===== config.mk =====
export PLATFORM = sky130hd
export DESIGN_NAME = mem_bus_arbiter
export DESIGN_NICKNAME = d
export VERILOG_FILES = /design/src/rtl/mem_bus_arbiter_pkg.sv /design/src/rtl/mem_bus_arbiter_rr_pick.sv /design/src/rtl/mem_bus_arbiter.sv
export SDC_FILE = /design/constraint.sdc
export NUM_CORES = 1
export LEC_CHECK = 0
export CAP_MARGIN = 10
export CORE_MARGIN = 2
export CORE_UTILIZATION = 45
export DETAILED_ROUTE_END_ITERATION = 10
export GPL_ROUTABILITY_DRIVEN = 0
export PLACE_DENSITY = 0.82
export SYNTH_ARGS = -nofsm -noshare
export SYNTH_HDL_FRONTEND = slang
export SYNTH_SLANG_ARGS = --single-unit
export TNS_END_PERCENT = 5

===== constraint.sdc =====
create_clock -name clk -period 3.99 [get_ports clk]
set_input_delay 0.5985 -clock clk [delete_from_list [all_inputs] [get_ports clk]]
set_output_delay 0.5985 -clock clk [all_outputs]
set_load 0.01 [all_outputs]

===== src/rtl/mem_bus_arbiter_pkg.sv =====
// Shared types and constants for the system RAM bus arbiter.
// Requester indices name the fixed slots on the req/gnt vectors.
package mem_bus_pkg;

  typedef enum logic {
    IDLE  = 1'b0,
    GRANT = 1'b1
  } arb_state_e;

  localparam int MEM_ADDR_W = 8;
  localparam int MEM_DATA_W = 8;
  localparam int OWNER_W    = 2;

  localparam int REQ_CPU    = 0;
  localparam int REQ_LOADER = 1;
  localparam int REQ_DMA    = 2;

endpackage


===== src/rtl/mem_bus_arbiter_rr_pick.sv =====
// Combinational round-robin selector: first set request at or after ptr,
// wrapping modulo NUM_REQ.
module rr_pick
  import mem_bus_pkg::*;
#(
  parameter int NUM_REQ = 3
) (
  input  logic [NUM_REQ-1:0] req,
  input  logic [OWNER_W-1:0] ptr,
  output logic [NUM_REQ-1:0] choice,
  output logic [OWNER_W-1:0] choice_idx,
  output logic               found
);

  int idx;

  always_comb begin
    choice     = '0;
    choice_idx = '0;
    found      = 1'b0;
    idx        = 0;
    for (int k = 0; k < NUM_REQ; k++) begin
      idx = (int'(ptr) + k) % NUM_REQ;
      if (!found && req[idx]) begin
        found       = 1'b1;
        choice[idx] = 1'b1;
        choice_idx  = OWNER_W'(idx);
      end
    end
  end

endmodule


===== src/rtl/mem_bus_arbiter.sv =====
// Round-robin arbiter owning the single-port system RAM: one grant at a time,
// locked bursts capped at MAX_BURST beats while someone else is waiting.
module mem_bus_arbiter
  import mem_bus_pkg::*;
#(
  parameter int NUM_REQ   = 3,
  parameter int ADDR_W    = MEM_ADDR_W,
  parameter int DATA_W    = MEM_DATA_W,
  parameter int MAX_BURST = 4
) (
  input  logic                      clk,
  input  logic                      reset_cycle,
  input  logic [NUM_REQ-1:0]        req,
  input  logic [NUM_REQ-1:0]        lock,
  input  logic [NUM_REQ-1:0]        we,
  input  logic [NUM_REQ*ADDR_W-1:0] addr,
  input  logic [NUM_REQ*DATA_W-1:0] wdata,
  output logic [NUM_REQ-1:0]        gnt,
  output logic [NUM_REQ-1:0]        ack,
  output logic [DATA_W-1:0]         rdata,
  output logic [OWNER_W-1:0]        owner,
  output logic                      busy,
  output logic                      mem_en,
  output logic                      mem_we,
  output logic [ADDR_W-1:0]         mem_addr,
  output logic [DATA_W-1:0]         mem_wdata,
  input  logic [DATA_W-1:0]         mem_rdata,
  output arb_state_e                state_dbg
);

  // Handshake: a requester raises req and holds it until its access has
  // happened; the access happens in any cycle where it owns gnt with req=1,
  // and ack pulses in the following cycle together with valid rdata.

  localparam int                BEAT_W    = 4;
  localparam logic [BEAT_W-1:0] BEAT_LAST = BEAT_W'(MAX_BURST - 1);

  arb_state_e           state, state_nxt;
  logic [NUM_REQ-1:0]   gnt_q;
  logic [OWNER_W-1:0]   owner_q;
  logic [OWNER_W-1:0]   rr_ptr;
  logic [BEAT_W-1:0]    beat_cnt;
  logic [NUM_REQ-1:0]   ack_q;
  logic                 ack_rd_q;
  logic [DATA_W-1:0]    rdata_q;
  logic [ADDR_W-1:0]    last_addr_q;
  logic [DATA_W-1:0]    last_wdata_q;

  logic [NUM_REQ-1:0]   pick_oh;
  logic [OWNER_W-1:0]   pick_idx;
  logic                 pick_found;

  logic                 owner_req;
  logic                 owner_lock;
  logic                 owner_we;
  logic [ADDR_W-1:0]    owner_addr;
  logic [DATA_W-1:0]    owner_wdata;
  logic                 access;
  logic                 others_waiting;
  logic                 release_now;

  rr_pick #(
    .NUM_REQ(NUM_REQ)
  ) u_rr_pick (
    .req       (req),
    .ptr       (rr_ptr),
    .choice    (pick_oh),
    .choice_idx(pick_idx),
    .found     (pick_found)
  );

  always_comb begin
    owner_req   = 1'b0;
    owner_lock  = 1'b0;
    owner_we    = 1'b0;
    owner_addr  = '0;
    owner_wdata = '0;
    for (int i = 0; i < NUM_REQ; i++) begin
      if (owner_q == OWNER_W'(i)) begin
        owner_req   = req[i];
        owner_lock  = lock[i];
        owner_we    = we[i];
        owner_addr  = addr[i*ADDR_W +: ADDR_W];
        owner_wdata = wdata[i*DATA_W +: DATA_W];
      end
    end
  end

  assign access         = (state == GRANT) && owner_req;
  assign others_waiting = |(req & ~gnt_q);
  // Forced release on the capped beat stops a locked owner starving the rest.
  assign release_now    = !access || !owner_lock ||
                          ((beat_cnt == BEAT_LAST) && others_waiting);

  always_ff @(posedge clk or posedge reset_cycle) begin
    if (reset_cycle) state <= IDLE;
    else             state <= state_nxt;
  end

  always_comb begin
    state_nxt = state;
    case (state)
      IDLE:    if (pick_found) state_nxt = GRANT;
      GRANT:   if (release_now) state_nxt = IDLE;
      default: state_nxt = IDLE;
    endcase
  end

  always_comb begin
    busy      = (state == GRANT);
    gnt       = gnt_q;
    owner     = owner_q;
    ack       = ack_q;
    mem_en    = access;
    mem_we    = access && owner_we;
    mem_addr  = access ? owner_addr  : last_addr_q;
    mem_wdata = access ? owner_wdata : last_wdata_q;
    rdata     = ack_rd_q ? mem_rdata : rdata_q;
    state_dbg = state;
  end

  always_ff @(posedge clk or posedge reset_cycle) begin
    if (reset_cycle) begin
      gnt_q    <= '0;
      owner_q  <= '0;
      rr_ptr   <= '0;
      beat_cnt <= '0;
    end else begin
      case (state)
        IDLE: begin
          if (pick_found) begin
            gnt_q    <= pick_oh;
            owner_q  <= pick_idx;
            beat_cnt <= '0;
          end
        end
        GRANT: begin
          if (access && (beat_cnt != BEAT_LAST)) beat_cnt <= beat_cnt + 1'b1;
          if (release_now) begin
            gnt_q  <= '0;
            rr_ptr <= (owner_q == OWNER_W'(NUM_REQ - 1)) ? '0 : owner_q + 1'b1;
          end
        end
        default: gnt_q <= '0;
      endcase
    end
  end

  // Ack follows the access by one cycle, matching the RAM's read latency.
  always_ff @(posedge clk or posedge reset_cycle) begin
    if (reset_cycle) begin
      ack_q    <= '0;
      ack_rd_q <= 1'b0;
    end else begin
      ack_q    <= access ? gnt_q : '0;
      ack_rd_q <= access && !owner_we;
    end
  end

  always_ff @(posedge clk or posedge reset_cycle) begin
    if (reset_cycle) rdata_q <= '0;
    else if (ack_rd_q) rdata_q <= mem_rdata;
  end

  always_ff @(posedge clk or posedge reset_cycle) begin
    if (reset_cycle) begin
      last_addr_q  <= '0;
      last_wdata_q <= '0;
    end else if (access) begin
      last_addr_q  <= owner_addr;
      last_wdata_q <= owner_wdata;
    end
  end

endmodule


==> run summary <==
CTS Hold Bufs: 0
HPWL after detailed placement: 4680 um
Top post-synthesis cells by area: dfrtp_1, mux2i_1, mux2_2
CP startpoint: req[2]
Arrival time worst endpoint: 2.92 ns
Post-CTS sizing: 0
Hold Crit Class: reg2reg
Full die area: 5680 um^2
Number of synthesized flops with an enable pin: 0
Finished Cell Area: 3420 um^2
CP Launch Type: input port
Top FF cell, synth: dfrtp_1
Slew @ Worst Pin: 0.953 ns
Clk root buf: clkbuf_8
Lkg Pwr: 1.45 nW
Setup CP Type: in2out
Endpoint class of the critical path: primary output
Die width: 75.4 um
Post CTS Setup Buffer Count: 0
Hold WS: 0.497 ns
Register area: 1000 um^2
DRC violation total after the first TritonRoute iteration: 232
Total gr overflow: 0
Post-synth top area cell: dfrtp_1
Worst relative slew slack: 36.4%
Crit share post-route: 88.1%
Num rows: 25
Highest net fanout along the worst path: 40
Slew Viols, Final: 0
Fillers: 401
Port Buf Inserts: 102
Critical-path top delay cell: clkdlybuf4s50_1
Post-synthesis cell count: 242
Initial Util: 47.6%
Vias per cell: 5.20
Pre-antenna DRT Iters: 5
R2R cell count: 6
CORE AREA: 4820 um^2
RSZ-0062 raised after global routing: false
Drt drc: 0
Min Tclk post-route: 3.51 ns
Slowest stage delay, CP: 0.67 ns
DR vias: 2105
Antenna fix cells: 0
Clock transition at path regs: 0.07 ns
Fraction of layout instances using a drive strength above 1: 7.99%
Critical R2R Launch: owner[1]
Placed cell areas: 3330 um^2
Count of cell types in the netlist: 41
Wire length per cell: 15.3 um
Synth async-reset ratio: 100%
Maxcap violations: 0
Required @ worst endpoint: 3.39 ns
Top delay family on crit path: buffers and inverters
Drt total wl: 6200 um
PD cells: 685 nW/um^2
CP bufs+invs: 3
TNS Setup: 0 ns
FF-to-FF setup slack: 1.67 ns
CP cell instances: clkdlybuf4s50_1, mux2i_1, o21ai_1, nand2_1, buf_4, o21ai_0, clkdlybuf4s50_1
Global-route wire length before repair: 9630 um
Status: complete, no violations
Remaining antenna violation count: 0
Register area share after synthesis: 43.7%
Synth warnings: 0
Post-Syn Area: 2290 um^2
Avg Cell Area, Syn: 9.47 um^2
Clock Path Buffers: 2
CTS sink cnt: 40
Io pins: 103
Total GRT Usage: 22.0%
CTS tree: built
CTS HTree Levels: 2
Critical path depth in cells: 7
Synth Register Bits: 40
Final setup violation count: 0
Critical R2R Capture: rr_ptr[1]
Final hold vios: 0
Synth Net Count: 314
Die height: 75.4 um
Pwr Total: 2.34 mW
Total CTS buffers: 5
Area of the multi-input gates: 1150 um^2
CP endpoint: mem_wdata[2]
Most frequent cells in the layout: clkdlybuf4s50_1, dfrtp_1, nand2_1
Most common cell after layout, fill and taps aside: clkdlybuf4s50_1
Antenna violations before repair: 0
Fmax: 0.285 GHz
Vias in the first global route: 2084
Final net count: 409
Max IR drop VDD: 0.405 mV
Pin count of the biggest net entering global routing: 41
Layout area overhead: 49.0%
CP dominant cell by count: clkdlybuf4s50_1
Worst-Skew Late Latency: 0.28 ns
Clock skew: 0.00619 ns
Yosys top cell area share: 43.7%
[worst reg2reg max path: cells and delay by family, from the launching register on]
kind | cells | cell delay (ns)
mux | 2 | 0.49
flops | 1 | 0.67
compound gates | 3 | 0.67
buf+inv | 1 | 0.37
[how the worst min path moves through the flow]
stage                          from               to  slack (ns)  cells past startpoint
floorplan               beat_cnt[3]      beat_cnt[3]        0.50                      2
global placement    last_wdata_q[4]  last_wdata_q[4]        0.47                      2
detailed placement   last_addr_q[3]   last_addr_q[3]        0.48                      2
CTS                  last_addr_q[3]   last_addr_q[3]        0.50                      2
global route             rdata_q[3]       rdata_q[3]        0.52                      1
finish                   rdata_q[4]       rdata_q[4]        0.50                      1
[routing by layer]
| layer | share of wire (%) | vias up | global-route usage (%) |
|---|---|---|---|
| met3 | 8.1 | 6 | 6.08 |
| met1 | 41 | 970 | 27.7 |
| met4 | 1.2 | 0 | 4.48 |
| li1 | - | 1028 | - |
| met5 | 0 | - | 0 |
| met2 | 50 | 101 | 38.2 |
[layout make-up]
cell class | count | share of cell area [%]
Clock buffer | 8 | 2.64
Inverter | 9 | 0.989
Multi-Input combinational cell | 174 | 33.6
Sequential cell | 40 | 29.3
Tap cell | 67 | 2.45
Timing Repair Buffer | 107 | 31.0
[synth_stat cells (2+ instances only)]
master	number
buf_2	6
mux2_2	12
clkbuf_1	7
o21ai_0	23
nand3_1	4
mux2i_1	21
nand2_1	24
mux2_4	2
buf_6	3
a31oi_1	2
buf_4	2
inv_1	9
a21oi_1	21
a21o_1	3
nor3_1	2
nor2_1	23
ha_1	5
dfrtp_1	40
nor2b_1	2
nand2b_1	3
a211o_1	2
o21bai_1	2
or3_1	2
nand3b_1	3
a22o_1	3
[state kept, by name (all words and copies together), names as in the netlist]
name and cells:
beat_cnt 4, busy 1, ack 3, owner 2
last_addr_q 8, rdata_q 8, ack_rd_q 1, gnt 3
rr_ptr 2, last_wdata_q 8
[metrics by stage]
step	std cells	utilization, %	setup slack [ns]
global route	405	70.9	0.273
floorplan	242	-	1.62
global placement	397	69.0	0.635
CTS	405	70.9	0.490
finish	405	70.9	0.476
detailed placement	397	69.0	0.472
[report_power, final]
| part | internal [mW] | switching [mW] | total (mW) | leakage, nW |
|---|---|---|---|---|
| combinational | 0.729 | 0.674 | 1.40 | 0.899 |
| sequential | 0.566 | 0.0969 | 0.663 | 0.508 |
| clock | 0.141 | 0.131 | 0.272 | 0.0455 |
| total | 1.44 | 0.902 | 2.34 | 1.45 |
[cells by family after synthesis]
group / after synthesis / share of synthesized area (%)
DFF: 40 / 43.7
muxes: 35 / 16.4
AOI/OAI and AO/OA: 64 / 16.5
and+or+nand+nor: 68 / 13.7
adders and majority gates: 5 / 2.73
xor gates and xnor gates: 2 / 0.764
buffers and inverters: 28 / 6.22
(Power assumes the default switching activity.)
